`src/rtl/vqueue_multimode.sv`:
```
// Register-based en/rdy FIFO with a build-time mode (normal, pipe, bypass), any depth,
// an almost-full flag and a sticky protocol-error flag.
module vqueue_multimode #(
    parameter int DATA_W    = 32,
    parameter int DEPTH     = 2,
    parameter int MODE      = 0,
    parameter int AF_THRESH = 1,
    localparam int CNT_W    = $clog2(DEPTH + 1)
) (
    input  logic              clk,
    input  logic              reset,
    input  logic              enq_en,
    output logic              enq_rdy,
    input  logic [DATA_W-1:0] enq_msg,
    input  logic              deq_en,
    output logic              deq_rdy,
    output logic [DATA_W-1:0] deq_msg,
    output logic [CNT_W-1:0]  count,
    output logic              almost_full,
    output logic              err,
    input  logic              err_clr
);

    localparam int ADDR_W = (DEPTH > 1) ? $clog2(DEPTH) : 1;
    localparam logic [CNT_W-1:0]  DEPTH_C  = CNT_W'(DEPTH);
    localparam logic [CNT_W-1:0]  AF_C     = CNT_W'(AF_THRESH);
    localparam logic [ADDR_W-1:0] LAST_PTR = ADDR_W'(DEPTH - 1);

    if (MODE < 0 || MODE > 2) begin : g_bad_mode
        $error("vqueue_multimode: MODE must be 0, 1 or 2");
    end
    if (DEPTH < 1 || DATA_W < 1 || AF_THRESH < 1 || AF_THRESH > DEPTH) begin : g_bad_size
        $error("vqueue_multimode: illegal DEPTH, DATA_W or AF_THRESH");
    end

    logic [DATA_W-1:0] mem [DEPTH];
    logic [ADDR_W-1:0] enq_ptr;
    logic [ADDR_W-1:0] deq_ptr;
    logic [CNT_W-1:0]  cnt_q;
    logic              err_q;

    logic empty;
    logic full;
    logic enq_fire;
    logic deq_fire;
    logic pass_thru;
    logic wr_en;
    logic rd_en;
    logic violation;

    // Pointers wrap by explicit compare so non-power-of-two depths never address past the last entry.
    function automatic logic [ADDR_W-1:0] ptr_inc(input logic [ADDR_W-1:0] p);
        return (p == LAST_PTR) ? '0 : p + ADDR_W'(1);
    endfunction

    always_comb begin
        empty   = (cnt_q == '0);
        full    = (cnt_q == DEPTH_C);
        enq_rdy = 1'b0;
        deq_rdy = 1'b0;
        if (!reset) begin
            if (MODE == 1) enq_rdy = !full || deq_en;
            else           enq_rdy = !full;
            if (MODE == 2) deq_rdy = !empty || enq_en;
            else           deq_rdy = !empty;
        end
        enq_fire  = enq_en && enq_rdy;
        deq_fire  = deq_en && deq_rdy;
        // An empty bypass queue hands the entry straight across without touching storage.
        pass_thru = (MODE == 2) && empty && enq_fire && deq_fire;
        wr_en     = enq_fire && !pass_thru;
        rd_en     = deq_fire && !pass_thru;
        violation = !reset && ((enq_en && !enq_rdy) || (deq_en && !deq_rdy));
        deq_msg   = (MODE == 2 && empty) ? enq_msg : mem[deq_ptr];
    end

    always_ff @(posedge clk) begin
        if (reset) begin
            enq_ptr <= '0;
            deq_ptr <= '0;
            cnt_q   <= '0;
            err_q   <= 1'b0;
            for (int i = 0; i < DEPTH; i++) mem[i] <= '0;
        end else begin
            if (wr_en) begin
                mem[enq_ptr] <= enq_msg;
                enq_ptr      <= ptr_inc(enq_ptr);
            end
            if (rd_en) deq_ptr <= ptr_inc(deq_ptr);
            if (wr_en && !rd_en)      cnt_q <= cnt_q + CNT_W'(1);
            else if (rd_en && !wr_en) cnt_q <= cnt_q - CNT_W'(1);
            // A fresh violation wins over a same-cycle clear.
            if (violation)    err_q <= 1'b1;
            else if (err_clr) err_q <= 1'b0;
        end
    end

    assign count       = cnt_q;
    assign almost_full = (cnt_q >= AF_C);
    assign err         = err_q;

endmodule
```
`config.mk`:
```
export PLATFORM = sky130hd
export DESIGN_NAME = vqueue_multimode
export DESIGN_NICKNAME = d
export VERILOG_FILES = /design/src/rtl/vqueue_multimode.sv
export SDC_FILE = /design/constraint.sdc
export NUM_CORES = 1
export LEC_CHECK = 0
export CAP_MARGIN = 30
export CORE_UTILIZATION = 44
export DETAILED_ROUTE_END_ITERATION = 8
export GPL_ROUTABILITY_DRIVEN = 0
export PLACE_DENSITY = 0.84
export SKIP_LAST_GASP = 1
export SYNTH_ARGS = -nofsm -noshare
export SYNTH_HDL_FRONTEND = slang
export SYNTH_SLANG_ARGS = --single-unit
```
`constraint.sdc`:
```
create_clock -name clk -period 2.35 [get_ports clk]
set_input_delay 0.47 -clock clk [delete_from_list [all_inputs] [get_ports clk]]
set_output_delay 0.47 -clock clk [all_outputs]
set_load 0.01 [all_outputs]
```
# Word-level counts from Yosys, hierarchy flattened
# Memories as Yosys holds them, arrays and structs flattened. A register that Yosys moved wholly into a read port is not among the register bits.
# Index checks and enable logic that the tools add are counted.
[totals]
word_cells = 48
out_inout_bits = 38
n_memories = 1
mem_bits_rw = 64
input_bits = 37
regBits = 5
[mem_list]
columns = ["memory", "depth", "word_bits", "rd", "rd_clocked_by_memory_dff", "wr", "line_no", "text"]
rows = [
  ["mem", 2, 32, 1, 1, 2, "36", "logic [DATA_W-1:0] mem [DEPTH];"],
]
[classes]
magnitude_cmp = 1
n_mux = 18
add_sub_neg = 4
n_eq_ne = 1
reduce_logical = 19
[op_table]
columns = ["op", "count"]
rows = [
  ["$mux W32", 1],
  ["$reduce_or A32 Y1", 1],
  ["$mux W1", 15],
  ["$logic_and A1 B1 Y1", 7],
  ["$logic_not A1 Y1", 7],
  ["$mux W2", 2],
  ["$reduce_bool A2 Y1", 2],
  ["$add A1 B1 Y1 const B", 2],
  ["$add A2 B1 Y2 const B", 1],
  ["$eq A2 B2 Y1 const B", 1],
  ["$ge A2 B1 Y1 const B", 1],
  ["$logic_not A2 Y1", 1],
  ["$sub A2 B1 Y2 const B", 1],
  ["$logic_or A1 B1 Y1", 1],
]

# Depth between registers and ports, before layout
[depth]
word_depth = 9
ltp_mapped = 8
mapped_depth_nobuf = 8

# Least setup slack after synthesis
# Ideal clock, no wire load.
[synth_timing]
path_type = "register -> register"
startpoint = "reg cnt_q[0] (netlist: count[0])"
endpoint = "mem mem[1][0], enable pin"
setup_time_ns = 0.388
slack_ns = 0.008
synth_period_minus_slack_ns = 2.342
path_buffers = 1
required_ns = 1.962
stages_incl_launch_ff = 6
t_arrival_ns = 1.954
path_cell_list = "dfxtp_1 > inv_1 > ha_1 > nor3b_4 > buf_2 > a21o_1"
[synth_lines]
columns = ["element", "line_no", "text"]
rows = [
  ["start: declaration", "39", "logic [CNT_W-1:0] cnt_q;"],
  ["start signal: assignment", "90", "if (wr_en && !rd_en) cnt_q <= cnt_q + CNT_W'(1);"],
  ["start signal: assignment", "91", "else if (rd_en && !wr_en) cnt_q <= cnt_q - CNT_W'(1);"],
  ["end: declaration", "36", ""],
]

==> summary.md <==
| Metric | Value |
|---|---|
| GRT overflow | 0 |
| Clock Pin Slew Worst Setup and Hold Paths | 0.07 ns |
| Mapped Avg Cell Area | 14.79 um2 |
| TritonCTS clock tree | done |
| Diodes inserted | 0 |
| Net Switching | 0.8918 mW |
| WS Path Type | reg2out |
| Iteration count of the initial detailed-routing pass | 4 |
| Status | completed |
| Fin crit share | 0.9602 |
| Hold_buf cts | 0 |
| Synth unique cells | 22 |
| PD cells | 808.7 nW/um2 |
| Peak supply drop | 0.0004485 V |
| Remaining antenna violation count after routing | 0 |
| Clock skew | 0.007509 ns |
| TritonCTS Buffers | 9 |
| DR WL/cell | 15.09 um |
| Critical path endpoint category | output pin |
| Largest net degree at the start of global routing | 33 |
| FF-to-FF setup slack | 0.47 ns |
| Mapped Cells | 209 |
| Placed insts | 376 |
| Slew @ Worst Pin | 0.4193 ns |
| Commonest non-fill, non-tap cells in the layout | 74 x clkdlybuf4s50_1, 64 x edfxtp_1, 32 x and3_1, 32 x and2_1, 30 x mux2_2 |
| Via count | 1929 |
| Overall die width | between 80 and 90 um |
| First-pass GRT wire length | 9446 um |
| Gr usage total | 0.1737 |
| Final HPWL DP | 3888 um |
| Pleak | 1.669 nW |
| Post-CTS setup buffers | 0 |
| Layout area overhead | 33.87% |
| Worst-path fanout max | 17 |
| Height of the die | 85.83 um |
| Drc violations | 0 |
| CTS max path bufs | 2 |
| Sw Share | 0.2664 |
| Arrival @ worst endpoint | 1.79 ns |
| Final setup viols | 0 |
| Fin crit period | 2.257 ns |
| Netlist Area Pre-Place | between 3000 and 4000 um2 |
| P_int | 2.455 mW |
| CTS H-tree depth | 3 |
| Startpoint types | register |
| Ports | 75 |
| Post-cts repair resize count | 0 |
| F_max | ~0.44 GHz |
| Die area | ~7400 um2 |
| Combinational share of power | 0.294 |
| Starting DRT DRC Count | 119 |
| Nets | 332 |
| Vias in the first global route | 2033 |
| Syn_nets | 250 |
| Clock power frac | 0.236 |
| Register area share after synthesis | 0.6605 |
| Max_cap viols | 0 |
| Share of post-route cells with drive strength above 1 | 0.1959 |
| Yosys warns | 0 |
| Reg power frac | 0.470 |
| I/O Buffers | 74 |
| Initial antenna violation count | 0 |
| Site row count | 30 |
| Worst Hold Class | reg2reg |
| Slew Viols, Final | 0 |
| Sink Count | 70 |
| RSZ-0062 raised after global routing | no |
| Layout Cells excl Fill | 392 |
| Hold Fails Final Rpt | 0 |
| Routed WL | 5915 um |
| Post-synthesis register bit count | 70 |
| Data required, critical path | 1.88 ns |
| Post-Route Setup TNS | 0 ns |
| Most common cell after layout, fill and taps aside | clkdlybuf4s50_1 |
| Vias per cell | 4.921 |
| Clock Tree Root | clkbuf_8 |
| Initial core utilization | 0.4551 |
| Clk_lat worst skew | ~0.33 ns |
| Core area | 6794 um2 |
| Max transition margin | 0.7201 |
==> worst paths after layout <==
path | startpoint | cells after the start | endpoint
max | register | 3 | deq_msg[25]
min | err | 2 | err
max reg2reg | count[0] | 6 | mem[0][22]
min reg2reg | err | 2 | err
==> cells by family (layout without fill, tap and decap cells) <==
logic type               Yosys count  after routing  synth area share
AO/OA/AOI/OAI                      2              2          0.005667
XOR/XNOR                           4              4           0.01133
adder cells (fa/ha/maj)            4              4           0.01619
buffers and inverters             18            105           0.03076
flip-flops                        70             70            0.6605
multiplexers                      33             33            0.1198
AND/OR/NAND/NOR                   78             78            0.1558
==> Yosys cell counts <==
cell type	instances	area (um2)
xnor2_1	3	26.28
inv_1	4	15.01
nand2_1	1	3.750
dfxtp_1	6	120.1
and2_1	32	200.2
edfxtp_1	64	1922
nor3b_4	1	18.77
mux2_2	30	337.8
buf_2	4	20.02
a222oi_1	1	10.01
and2b_4	1	10.01
clkbuf_1	7	26.28
mux2_1	2	22.52
or2_2	1	6.260
xor2_1	1	8.760
mux2i_1	1	10.01
buf_6	3	33.78
ha_1	4	50.05
nor2_1	8	30.03
nor2b_1	2	12.51
a21o_1	1	7.510
and3_1	32	200.2
==> worst max-delay path, cell delays in order (launching register included) <==
cell and delay, ns:
dfxtp_2 0.33, buf_4 0.26, mux2_2 0.38, clkdlybuf4s50_1 0.48
==> stage by stage <==
stage / total power, mW / utilization / setup slack (ns) / hold slack [ns] / area (um2)
floorplan: 2.107 / - / 0.008132 / 0.4813 / 3092
global placement: 2.564 / 0.5860 / 0.2052 / 0.4914 / 3981
detailed placement: 2.594 / 0.5860 / 0.1228 / 0.5025 / 3981
CTS: 3.388 / 0.6092 / 0.07277 / 0.5160 / 4139
global route: 3.509 / 0.6092 / 0.01735 / 0.5661 / 4139
finish: 3.347 / 0.6092 / 0.09350 / 0.5175 / 4139
==> power by group through the flow <==
stage | Combinational, mW | Sequential, mW | Clock [mW]
finish | 0.984 | 1.57 | 0.791
global route | 1.06 | 1.59 | 0.858
CTS | 0.999 | 1.57 | 0.814
detailed placement | 0.992 | 1.60 | 0
global placement | 0.973 | 1.59 | 0
floorplan | 0.520 | 1.59 | 0
==> layer usage <==
metal / up-vias / GRT usage / wire length, um
met2: 51 / 0.3127 / 3128
met3: 13 / 0.04331 / 244
met5: - / 0 / 0
met1: 949 / 0.1908 / 2413
met4: 0 / 0.08636 / 129
li1: 916 / - / -
==> registers in the layout, indices dropped and copies added (netlist names), named ones only <==
name and flops:
count 2, deq_ptr 1, enq_ptr 1, err 1, mem 64
==> area by class of cell <==
type	instances	area, um2
Clock inverter	5	26.28
Inverter	4	15.01
Tap cell	96	120.1
Multi-Input combinational cell	121	954.7
Sequential cell	70	2043
Fill cell	569	2655
Clock buffer	11	131.4
Timing Repair Buffer	85	848.3
(Power assumes the default switching activity.)
